## config.mk

```make
export PLATFORM = sky130hd
export DESIGN_NAME = mem_wb_stage_flat
export DESIGN_NICKNAME = d
export VERILOG_FILES = /design/src/rtl/mem_wb_if.sv /design/src/rtl/mem_wb_stage.sv /design/src/flat_wrapper.sv
export SDC_FILE = /design/constraint.sdc
export NUM_CORES = 1
export LEC_CHECK = 0
export ABC_AREA = 1
export ABC_CLOCK_PERIOD_IN_PS = 1500
export CAP_MARGIN = 20
export CORE_ASPECT_RATIO = 2
export CORE_MARGIN = 3
export CORE_UTILIZATION = 39
export CTS_CLUSTER_SIZE = 24
export DETAILED_ROUTE_END_ITERATION = 16
export PLACE_DENSITY = 0.87
export SLEW_MARGIN = 20
export SYNTH_ARGS = -nofsm -noshare
export SYNTH_HDL_FRONTEND = slang
export SYNTH_SLANG_ARGS = --single-unit
export TNS_END_PERCENT = 100
```

## constraint.sdc

```tcl
create_clock -name clk -period 1.5 [get_ports clk]
set_clock_uncertainty 0.05 [all_clocks]
set_input_delay 0.225 -clock clk [delete_from_list [all_inputs] [get_ports clk]]
set_output_delay 0.225 -clock clk [all_outputs]
set_load 0.03 [all_outputs]
```

## src/rtl/mem_wb_if.sv

```systemverilog
// MEM/WB stage bus: MEM-side inputs plus stage controls (stall/flush) and the
// registered writeback port.
//   master : upstream/pipeline control side (drives in_*, stall, flush)
//   slave  : mem_wb_stage (drives wb_*)
interface mem_wb_if #(
    parameter int unsigned DATA_W     = 32,
    parameter int unsigned REG_ADDR_W = 5
);
    logic                  stall;
    logic                  flush;
    logic                  in_valid;
    logic                  in_reg_write;
    logic                  in_mem_to_reg;
    logic [2:0]            in_load_type;
    logic [DATA_W-1:0]     in_alu_result;
    logic [DATA_W-1:0]     in_mem_read_data;
    logic [REG_ADDR_W-1:0] in_dest_reg;

    logic                  wb_valid;
    logic                  wb_reg_write;
    logic [REG_ADDR_W-1:0] wb_dest_reg;
    logic [DATA_W-1:0]     wb_write_data;
    logic                  wb_bad_load;
    logic [31:0]           wb_retire_count;

    modport master (
        output stall, flush, in_valid, in_reg_write, in_mem_to_reg, in_load_type,
               in_alu_result, in_mem_read_data, in_dest_reg,
        input  wb_valid, wb_reg_write, wb_dest_reg, wb_write_data, wb_bad_load,
               wb_retire_count
    );

    modport slave (
        input  stall, flush, in_valid, in_reg_write, in_mem_to_reg, in_load_type,
               in_alu_result, in_mem_read_data, in_dest_reg,
        output wb_valid, wb_reg_write, wb_dest_reg, wb_write_data, wb_bad_load,
               wb_retire_count
    );
endinterface

```

## src/rtl/mem_wb_stage.sv

```systemverilog
// MEM/WB pipeline register and load formatter.
// Captures memory read data, ALU result and writeback control, formats
// byte/half loads, selects the writeback value and keeps a retired-instruction
// counter. All wb_* outputs are registered (1-cycle latency).
// Ports:
//   clk  : pipeline clock, rising edge
//   rst  : synchronous reset, active-high
//   bus  : mem_wb_if.slave (stall/flush, in_* MEM inputs, wb_* register-file port)
module mem_wb_stage (
    input  logic     clk,
    input  logic     rst,
    mem_wb_if.slave  bus
);
    localparam int unsigned DATA_W     = 32;
    localparam int unsigned REG_ADDR_W = 5;
    localparam int unsigned CNT_W      = 32;

    localparam logic [2:0] LT_LW  = 3'b000;
    localparam logic [2:0] LT_LH  = 3'b001;
    localparam logic [2:0] LT_LHU = 3'b010;
    localparam logic [2:0] LT_LB  = 3'b011;
    localparam logic [2:0] LT_LBU = 3'b100;

    logic [DATA_W-1:0]     load_data_c;
    logic [DATA_W-1:0]     write_data_c;
    logic                  reg_write_c;
    logic                  bad_load_c;

    logic                  valid;
    logic                  reg_write;
    logic [REG_ADDR_W-1:0] dest_reg;
    logic [DATA_W-1:0]     write_data;
    logic                  bad_load;
    logic [CNT_W-1:0]      retire_count;

    // Load formatter: memory returns the addressed byte in the low lane.
    // Reserved codes fall through to the LW (unchanged) default.
    always_comb begin
        load_data_c = bus.in_mem_read_data;
        case (bus.in_load_type)
            LT_LW:   load_data_c = bus.in_mem_read_data;
            LT_LH:   load_data_c = {{16{bus.in_mem_read_data[15]}}, bus.in_mem_read_data[15:0]};
            LT_LHU:  load_data_c = {16'b0, bus.in_mem_read_data[15:0]};
            LT_LB:   load_data_c = {{24{bus.in_mem_read_data[7]}}, bus.in_mem_read_data[7:0]};
            LT_LBU:  load_data_c = {24'b0, bus.in_mem_read_data[7:0]};
            default: load_data_c = bus.in_mem_read_data;
        endcase
    end

    // Writeback select and control qualification; writes to $0 are dropped.
    always_comb begin
        write_data_c = bus.in_mem_to_reg ? load_data_c : bus.in_alu_result;
        reg_write_c  = bus.in_valid & bus.in_reg_write
                     & (bus.in_dest_reg != REG_ADDR_W'(0));
        bad_load_c   = bus.in_valid & bus.in_mem_to_reg & (bus.in_load_type > LT_LBU);
    end

    // Stage registers: rst > flush > stall > capture. Flush keeps the counter.
    always_ff @(posedge clk) begin
        if (rst) begin
            valid        <= 1'b0;
            reg_write    <= 1'b0;
            dest_reg     <= '0;
            write_data   <= '0;
            bad_load     <= 1'b0;
            retire_count <= '0;
        end else if (bus.flush) begin
            valid        <= 1'b0;
            reg_write    <= 1'b0;
            dest_reg     <= '0;
            write_data   <= '0;
            bad_load     <= 1'b0;
        end else if (!bus.stall) begin
            valid        <= bus.in_valid;
            reg_write    <= reg_write_c;
            dest_reg     <= bus.in_dest_reg;
            write_data   <= write_data_c;
            bad_load     <= bad_load_c;
            if (bus.in_valid) begin
                retire_count <= retire_count + CNT_W'(1);
            end
        end
    end

    assign bus.wb_valid        = valid;
    assign bus.wb_reg_write    = reg_write;
    assign bus.wb_dest_reg     = dest_reg;
    assign bus.wb_write_data   = write_data;
    assign bus.wb_bad_load     = bad_load;
    assign bus.wb_retire_count = retire_count;
endmodule

```

## src/flat_wrapper.sv

```systemverilog
// flat-port wrapper written by rule: the top's interface ports become plain ports
module mem_wb_stage_flat 
  (clk, rst, bus_stall, bus_flush, bus_in_valid, bus_in_reg_write, bus_in_mem_to_reg, bus_in_load_type, bus_in_alu_result, bus_in_mem_read_data, bus_in_dest_reg, bus_wb_valid, bus_wb_reg_write, bus_wb_dest_reg, bus_wb_write_data, bus_wb_bad_load, bus_wb_retire_count);
  mem_wb_if bus_i ();
  input  logic clk;
  input  logic rst;
  input wire logic [$bits(bus_i.stall)-1:0] bus_stall;
  input wire logic [$bits(bus_i.flush)-1:0] bus_flush;
  input wire logic [$bits(bus_i.in_valid)-1:0] bus_in_valid;
  input wire logic [$bits(bus_i.in_reg_write)-1:0] bus_in_reg_write;
  input wire logic [$bits(bus_i.in_mem_to_reg)-1:0] bus_in_mem_to_reg;
  input wire logic [$bits(bus_i.in_load_type)-1:0] bus_in_load_type;
  input wire logic [$bits(bus_i.in_alu_result)-1:0] bus_in_alu_result;
  input wire logic [$bits(bus_i.in_mem_read_data)-1:0] bus_in_mem_read_data;
  input wire logic [$bits(bus_i.in_dest_reg)-1:0] bus_in_dest_reg;
  output wire logic [$bits(bus_i.wb_valid)-1:0] bus_wb_valid;
  output wire logic [$bits(bus_i.wb_reg_write)-1:0] bus_wb_reg_write;
  output wire logic [$bits(bus_i.wb_dest_reg)-1:0] bus_wb_dest_reg;
  output wire logic [$bits(bus_i.wb_write_data)-1:0] bus_wb_write_data;
  output wire logic [$bits(bus_i.wb_bad_load)-1:0] bus_wb_bad_load;
  output wire logic [$bits(bus_i.wb_retire_count)-1:0] bus_wb_retire_count;
  assign bus_i.stall = bus_stall;
  assign bus_i.flush = bus_flush;
  assign bus_i.in_valid = bus_in_valid;
  assign bus_i.in_reg_write = bus_in_reg_write;
  assign bus_i.in_mem_to_reg = bus_in_mem_to_reg;
  assign bus_i.in_load_type = bus_in_load_type;
  assign bus_i.in_alu_result = bus_in_alu_result;
  assign bus_i.in_mem_read_data = bus_in_mem_read_data;
  assign bus_i.in_dest_reg = bus_in_dest_reg;
  assign bus_wb_valid = bus_i.wb_valid;
  assign bus_wb_reg_write = bus_i.wb_reg_write;
  assign bus_wb_dest_reg = bus_i.wb_dest_reg;
  assign bus_wb_write_data = bus_i.wb_write_data;
  assign bus_wb_bad_load = bus_i.wb_bad_load;
  assign bus_wb_retire_count = bus_i.wb_retire_count;
  mem_wb_stage u_core (.clk(clk), .rst(rst), .bus(bus_i));
endmodule
```

==> results of run 1 <==
stage by stage:
| step | hold slack (ps) | instance area [um^2] | setup TNS (ps) | utilization [%] |
|---|---|---|---|---|
| 4_1_cts | 410 | 5920 | -24.1 | 64.8 |
| 5_1_grt | 425 | 6090 | -778 | 66.6 |
| 3_3_place_gp | 400 | 5660 | -9750 | 62.0 |
| 3_5_place_dp | 404 | 5660 | -12860 | 62.0 |
| 6_report | 375 | 6090 | -36.1 | 66.6 |
| 2_1_floorplan | 320 | 3770 | 0 | - |
synth_stat cells, drive strengths merged:
| library cell | count |
|---|---|
| dfxtp | 72 |
| o21a | 1 |
| nand3 | 41 |
| o21ai | 63 |
| nand2 | 168 |
| clkbuf | 15 |
| nor3 | 2 |
| and2 | 1 |
| ha | 1 |
| nand3b | 1 |
| nand4 | 8 |
| clkinv | 2 |
| nor3b | 1 |
| a21oi | 47 |
| buf | 9 |
| a31oi | 1 |
| xor2 | 4 |
| o211ai | 8 |
| o21bai | 2 |
| xnor2 | 1 |
| nor2 | 77 |
| inv | 51 |
worst paths after layout:
check	endpoint	slack, ps	cells past startpoint
worst min register to register	u_core.bus.wb_valid	410	2
worst max register to register	u_core.bus.wb_retire_count[31]	-10	10
worst min-delay path	u_core.bus.wb_retire_count[30]	370	5
worst max-delay path	u_core.bus.wb_retire_count[31]	-10	10
power by group:
part / switching [mW] / total (mW) / internal [mW]
combinational: 0.397 / 0.770 / 0.373
clock: 0.851 / 2.16 / 1.31
sequential: 0.0249 / 1.98 / 1.95
total: 1.27 / 4.91 / 3.64
worst max-delay path: stages, from the launching register on:
cell	delay, ps
dfxtp_4	360
buf_4	140
inv_2	60
nor2_4	140
nand2_1	130
nor2_1	200
nand2_1	100
nand2_1	60
nand2_1	40
nand2_1	50
a21oi_1	50
layout make-up:
| cell class | count | area, um^2 |
|---|---|---|
| fill | 739 | 3050 |
| multi-input combinational | 427 | 2120 |
| timing repair buffer | 194 | 1850 |
| sequential | 72 | 1480 |
| clock buffer | 13 | 282 |
| inverter | 53 | 206 |
| tap | 102 | 128 |
| clock inverter | 3 | 22.5 |
cells by family after synthesis:
group                    count (synthesis)  synth area share [%]
AO/OA/AOI/OAI                          122                  17.5
XOR/XNOR                                 5                  1.18
adder cells (fa/ha/maj)                  1                 0.336
buffers and inverters                   77                  8.54
flip-flops                              72                  38.7
AND/OR/NAND/NOR                        299                  33.7
timing repair:
item,4_1_cts,5_1_grt
setup endpoints to repair,79,26
setup buffers,0,6
resized for setup,82,46
pin swaps,3,16
per-layer routing:
layer	global-route usage (%)	vias to the layer above	share of wire (%)
met5	0	-	0
met4	12.9	0	4.5
met3	5.43	56	5.9
met2	46.7	218	57
met1	21.1	2098	33
li1	-	2228	-
==> out/metrics.csv, run 1 <==
metric;value;unit
setup_viol;3;
drt_iter0_markers;293;
ir_worst_vdd;0.662;mV
fin_crit;1510;ps
leakagePower;2.67;nW
grt_start_max_net_pins;54;
place_ws;-430;ps
dp_cells;842;
pin_count;151;
cts_made_buffers;9;
root_buffer;clkbuf_16;
finalPower;4.91;mW
timing.rr.start;u_core.bus.wb_retire_count[0];
layout.nets;837;
routed_via_density;5.32;
critPathArrivalTime;1680;ps
max_cap_violations;0;
cts_hold_buf;0;
start_kind;flip-flop;
syn_area;3720;um^2
synth_top_area_share;38.7;%
die_x;75.1;um
final_common_cell;nand2_1;
place_congestion;0.932;
core;9140;um^2
final_cells;864;
startpoint;u_core.bus.wb_retire_count[0];
hp-start;bus_flush;
hpwlAfterDp;9890;um
die_h;144;um
grt_pass1_wl;20000;um
fin_crit_sh;101;%
rows;49;
drt.antenna.violating_nets;0;
synth_cell_type_count;33;
initial_core_util;40.7;%
rsz0062_at_grt;yes;
areaGrowthSynthToFinish;63.6;%
p_per_area;807;nW/um^2
synth_seq_area_share;38.7;%
clockBufferDepth;2;
htreeDepth;3;
hold_violations;0;
clk_latency;330;ps
tritoncts;done;
grt-ovfl-total;0;
grtUsageTotal;23.9;%
cp-end-kind;flip-flop;
setup_slack;-14.8;ps
die_area;10800;um^2
max_freq;660;MHz
synth.area.top_cells;dfxtp_1 39%, nand2_1 17%, nor2_1 7.3%;
synth.largest_area_cell;dfxtp_1;
grt_pass1_vias;4460;
worst_pin_slew;521;ps
worstPathMaxFanout;4;
antenna_found_initial;0;
syn_avg_cell_area;6.46;um^2
io_buffers;150;
worst-setup-path-type;flip-flop to flip-flop;
slew_headroom;65.2;%
syn-instance-count;576;
synth_seq_cells;72;
violations;setup timing;
firstDrtPassIters;5;
synth_nets;656;
antennaDiodeCount;0;
clkSinkCount;72;
drt-total-wl;13500;um
drc;0;
hp-class;input pin to flip-flop;
wl_per_cell;15.6;um
drive_above_1_share;17.8;%
slew_viol_final;0;
required;1670;ps
status;finished, violations left;
ys_warn_count;0;
vias;4600;
final_cell_mix;160 x nand2_1, 74 x clkdlybuf4s50_1, 69 x dlygate4sd2_1, 51 x nor2_1, 50 x dfxtp_1;
cts.clk_slew.worst_paths;60;ps
Note: power is estimated with default switching activity, not from simulation.
==> inputs of run 2 (changes only) <==
--- a/config.mk
+++ b/config.mk
@@ -6,14 +6,13 @@
 export NUM_CORES = 1
 export LEC_CHECK = 0
 export ABC_AREA = 1
-export ABC_CLOCK_PERIOD_IN_PS = 1500
 export CAP_MARGIN = 20
 export CORE_ASPECT_RATIO = 2
 export CORE_MARGIN = 3
 export CORE_UTILIZATION = 39
 export CTS_CLUSTER_SIZE = 24
 export DETAILED_ROUTE_END_ITERATION = 16
-export PLACE_DENSITY = 0.87
+export PLACE_DENSITY = 0.76
 export SLEW_MARGIN = 20
 export SYNTH_ARGS = -nofsm -noshare
 export SYNTH_HDL_FRONTEND = slang
==> out/metrics.csv, run 2 (synthesized netlist as in run 1, its figures left out) <==
metric;value;unit;change
final_common_cell;nand2_1;;
worst-setup-path-type;flip-flop to flip-flop;;
antenna_found_initial;0;;unchanged
slew_headroom;65.0;%;-0.26 points
clkSinkCount;72;;unchanged
finalPower;5.10;mW;+3.8%
layout.nets;836;;-0.12%
rows;49;;unchanged
required;1720;ps;+50 ps
ir_worst_vdd;0.633;mV;-4.4%
max_cap_violations;0;;unchanged
r2r_slack;40;ps;+60 ps
routed_via_density;5.18;;-2.7%
setup_viol;0;;-3
place_congestion;0.938;;+0.63%
cts_made_buffers;9;;unchanged
pin_count;151;;unchanged
p_per_area;837;nW/um^2;+3.8%
clk_latency;340;ps;about the same
start_kind;flip-flop;;
initial_core_util;40.7;%;unchanged
hp-class;input pin to flip-flop;;
worst_pin_slew;525;ps;+3.94 ps
die_x;75.1;um;unchanged
dpl-instance-area;5630;um^2;-0.49%
final_cells;863;;-0.12%
vias;4472;;-2.8%
firstDrtPassIters;4;;-1
grt_pass1_wl;19900;um;-0.56%
htreeDepth;3;;unchanged
max_freq;687;MHz;+4.1%
grt_start_max_net_pins;37;;-31%
cts.clk_slew.worst_paths;60;ps;about the same
cpMaxStageDelayCell;dfxtp_4;;
drive_above_1_share;17.9;%;+0.023 points
fin_area;6090;um^2;about the same
drt-total-wl;12700;um;-5.4%
crit_chain;nand2_2, nor2_4, nand3_4, nor2_4, nand4_1, nand2_1, nand2_1, nor2_1;;
drc;0;;unchanged
grtUsageTotal;23.9;%;about the same
die_h;144;um;unchanged
wl_per_cell;14.8;um;-5.3%
critPathArrivalTime;1680;ps;about the same
hpwlAfterDp;9810;um;-0.81%
hold_violations;0;;unchanged
grt_pass1_vias;4409;;-1.1%
worstPathMaxFanout;5;;+1
cp-end-kind;flip-flop;;
place_ws;-438;ps;-7.78 ps
drt_iter0_markers;226;;-23%
tritoncts;done;;
leakagePower;2.65;nW;-0.87%
dp_cells;843;;+0.12%
core;9140;um^2;unchanged
crit_path_max_incr_delay;370;ps;about the same
io_buffers;150;;unchanged
fin_crit_sh;97.0;%;-4.0 points
drt.antenna.violating_nets;0;;unchanged
antennaDiodeCount;0;;unchanged
rsz0062_at_grt;yes;;
slew_viol_final;0;;unchanged
status;finished clean;;
die_area;10800;um^2;unchanged
grt-ovfl-total;0;;unchanged
final_cell_mix;163 x nand2_1, 75 x clkdlybuf4s50_1, 67 x dlygate4sd2_1, 52 x dfxtp_1, 50 x nor2_1;;
areaGrowthSynthToFinish;63.6;%;about the same
root_buffer;clkbuf_16;;
setup_slack;44.7;ps;+59.5 ps
clockBufferDepth;2;;unchanged
fin_crit;1460;ps;-59.5 ps
[run 2: cell count changes in the layout (fill, tap and decap cells not counted), sizes merged]
cell,before,now
clkinvlp,3,1
inv,51,54
clkbuf,14,9
dlygate4sd2,69,67
clkdlybuf4s15,1,4
buf,47,45
clkdlybuf4s50,74,75
clkinv,2,3
bufinv,0,2
[run 2: worst paths after layout]
path | start | endpoint | cells after the start
hold reg to reg | u_core.bus.wb_write_data[5] | u_core.bus.wb_write_data[5] | 2
hold / removal | bus_in_valid | u_core.bus.wb_valid | 4
setup reg to reg | u_core.bus.wb_retire_count[6] | u_core.bus.wb_retire_count[23] | 8
setup / recovery | u_core.bus.wb_retire_count[6] | u_core.bus.wb_retire_count[23] | 8
[run 2: critical path: cells and delay by family (launching register included)]
family	cells	cell delay, ps
and+or+nand+nor	8	990
DFF	1	370
[run 2: routing by layer]
layer | vias up | track usage (%) | share of wire [%]
met5 | - | 0 | 0
li1 | 2236 | - | -
met2 | 178 | 44.9 | 55
met1 | 2029 | 22.4 | 34
met3 | 29 | 7.17 | 7.5
met4 | 0 | 11.5 | 3.3
[run 2: area by class of cell]
cell class	count	area, um^2
Clock inverter	7	103
Sequential cell	72	1490
Multi-Input combinational cell	427	2130
Clock buffer	9	225
Fill cell	779	3050
Inverter	53	204
Tap cell	102	128
Timing Repair Buffer	193	1810
[run 2: timing repair]
item                       in CTS  in global routing
setup endpoints to repair      79                 37
hold buffers                    0                  0
gates resized for setup        76                 56
pin swaps                       2                 17
buffers inserted                0                  4
[run 2: stage by stage]
step           util [%]  hold slack (ps)  TNS [ps]
6_report           66.6              282         0
2_1_floorplan         -              320         0
3_5_place_dp       61.7              418    -18300
3_3_place_gp       61.7              403    -15570
4_1_cts            64.5              354         0
5_1_grt            66.6              307      -525
[run 2: report_power, final]
group,internal (mW),switching [mW],total [mW]
clock,1.48,0.893,2.37
sequential,1.94,0.0269,1.97
combinational,0.368,0.389,0.756
total,3.79,1.31,5.10
==> inputs of run 3 (changes only) <==
--- a/config.mk
+++ b/config.mk
@@ -12,7 +12,7 @@
 export CORE_UTILIZATION = 39
 export CTS_CLUSTER_SIZE = 24
 export DETAILED_ROUTE_END_ITERATION = 16
-export PLACE_DENSITY = 0.76
+export PLACE_DENSITY_LB_ADDON = 0.05
 export SLEW_MARGIN = 20
 export SYNTH_ARGS = -nofsm -noshare
 export SYNTH_HDL_FRONTEND = slang
==> out/metrics.csv, run 3 (synthesized netlist as in run 1, its figures left out) <==
metric;value;unit;change
drt-total-wl;13000;um;+2.4%
use_met2;45.4;%;+0.51 points
firstDrtPassIters;5;;+1
combPwrFrac;16.6;%;+1.8 points
setup_slack;23.3;ps;-21.5 ps
power.internal;3.42;mW;-9.6%
grtUsageTotal;24.4;%;+0.49 points
cts.clk_slew.worst_paths;60;ps;about the same
layout.nets;842;;+0.72%
n_fill_cell;833;;+6.9%
slew_headroom;67.1;%;+2.2 points
clkSinkCount;72;;unchanged
pwr-share-clk;40.7;%;-5.8 points
grt_util_met1;22.0;%;-0.33 points
start_kind;flip-flop;;
grt_pass1_wl;20300;um;+1.9%
drt.antenna.violating_nets;0;;unchanged
use_met3;6.05;%;-1.1 points
initial_core_util;40.7;%;unchanged
pin_count;151;;unchanged
hp-class;input pin to flip-flop;;
drc;0;;unchanged
fin_crit;1480;ps;+21.5 ps
core;9140;um^2;unchanged
io_buffers;150;;unchanged
drive_above_1_share;18.9;%;+1.0 points
switching_share;26.1;%;+0.46 points
finalPower;4.64;mW;-9.0%
die_x;75.1;um;unchanged
tns;0;ps;unchanged
grt_start_max_net_pins;66;;+78%
drt_iter0_markers;208;;-8.0%
vias;4484;;+0.27%
critPathArrivalTime;1680;ps;about the same
cp-end-kind;flip-flop;;
rsz0062_at_grt;yes;;
worstPathMaxFanout;4;;-1
clk_latency;330;ps;about the same
root_buffer;clkbuf_16;;
ir_worst_vdd;0.608;mV;-4.0%
seqPwrFrac;42.6;%;+3.9 points
max_cap_violations;0;;unchanged
rows;49;;unchanged
status;finished clean;;
cts_made_buffers;9;;unchanged
wl_per_cell;15.0;um;+1.7%
grt-ovfl-total;0;;unchanged
htreeDepth;3;;unchanged
clockBufferDepth;2;;unchanged
grt_pass1_vias;4439;;+0.68%
antennaDiodeCount;0;;unchanged
slew_viol_final;0;;unchanged
tritoncts;done;;
leakagePower;2.68;nW;+1.3%
p_per_area;759;nW/um^2;-9.3%
worst-setup-path-type;flip-flop to flip-flop;;
fin_crit_sh;98.4;%;+1.4 points
setup_viol;0;;unchanged
place_congestion;0.938;;about the same
die_area;10800;um^2;unchanged
cts_hold_buf;0;;unchanged
die_h;144;um;unchanged
place_ws;-480;ps;-41.9 ps
final_cell_mix;160 x nand2_1, 75 x clkdlybuf4s50_1, 69 x dlygate4sd2_1, 48 x dfxtp_1, 47 x nor2_1;;
worst_pin_slew;493;ps;-32.4 ps
routed_via_density;5.16;;-0.42%
required;1710;ps;about the same
power.switching;1.21;mW;-7.4%
antenna_found_initial;0;;unchanged
max_freq;677;MHz;-1.5%
grt.busiest_layer;met2;;
final_common_cell;nand2_1;;
areaGrowthSynthToFinish;64.1;%;
hpwlAfterDp;9930;um;+1.2%
hold_violations;0;;unchanged
[run 3: cell types whose count changed in the layout (fill, tap and decap cells not counted), sizes merged]
cell / previous run / this run
inv: 54 / 51
buf: 45 / 51
clkdlybuf4s15: 4 / 2
clkinv: 3 / 8
clkinvlp: 1 / 0
dlygate4sd2: 67 / 69
bufinv: 2 / 0
dlymetal6s2s: 2 / 1
clkbuf: 9 / 11
[run 3: power groups by stage]
stage                     sequential [mW]  combinational [mW]  clock, mW
after floorplan                      2.12               0.261          0
after global placement               2.03               0.792          0
after detailed placement             2.03               0.802          0
after CTS                            1.98               0.773       1.94
after global routing                 1.98               0.832       2.02
final                                1.98               0.771       1.89
[run 3: worst paths after layout]
check	start	endpoint	slack (ps)	cells past startpoint
worst max-delay path	u_core.bus.wb_retire_count[1]	u_core.bus.wb_retire_count[28]	20	8
worst min-delay path	bus_in_valid	u_core.bus.wb_valid	410	4
worst max register to register	u_core.bus.wb_retire_count[1]	u_core.bus.wb_retire_count[28]	20	8
worst min register to register	u_core.bus.wb_reg_write	u_core.bus.wb_reg_write	410	2
[run 3: timing repair]
item / 4_1_cts / 5_1_grt
endpoints found under the hold margin: 0 / 0
resized for setup: 83 / 57
pin swaps: 6 / 23
gates cloned: 0 / 0
setup buffers: 4 / 3
setup endpoints to repair: 78 / 23
[run 3: critical path, cell delays in order, from the launching register on]
cell and delay [ps]:
dfxtp_4 390, ha_4 150, buf_4 110, nand3_1 110
nor2_2 240, nand3_1 110, nand2_1 80, nand2_1 50
a21oi_1 120
[run 3: per-layer routing]
layer / share of wire (%) / up-vias / wire length, um
met5: 0 / - / 0
met4: 4.6 / 0 / 598
met1: 32 / 2061 / 4200
met3: 6.2 / 34 / 803
li1: - / 2233 / -
met2: 57 / 156 / 7440
[run 3: cell type report]
class | instances | area (um^2) | share of cell area, %
multi-input cells | 427 | 2150 | 35.1
repair buffers | 199 | 1880 | 30.8
flip-flops and latches | 72 | 1490 | 24.4
clock buffers | 10 | 229 | 3.75
inverters | 53 | 206 | 3.38
well taps | 102 | 128 | 2.09
clock inverters | 6 | 26.3 | 0.430
[run 3: through the flow]
| step | hold WS [ps] | instances | util [%] | cell area, um^2 |
|---|---|---|---|---|
| detailed placement | 409 | 846 | 62.3 | 5690 |
| global route | 425 | 869 | 66.9 | 6110 |
| global placement | 401 | 846 | 62.3 | 5690 |
| finish | 409 | 869 | 66.9 | 6110 |
| CTS | 398 | 866 | 64.8 | 5920 |
| floorplan | 320 | 576 | - | 3770 |
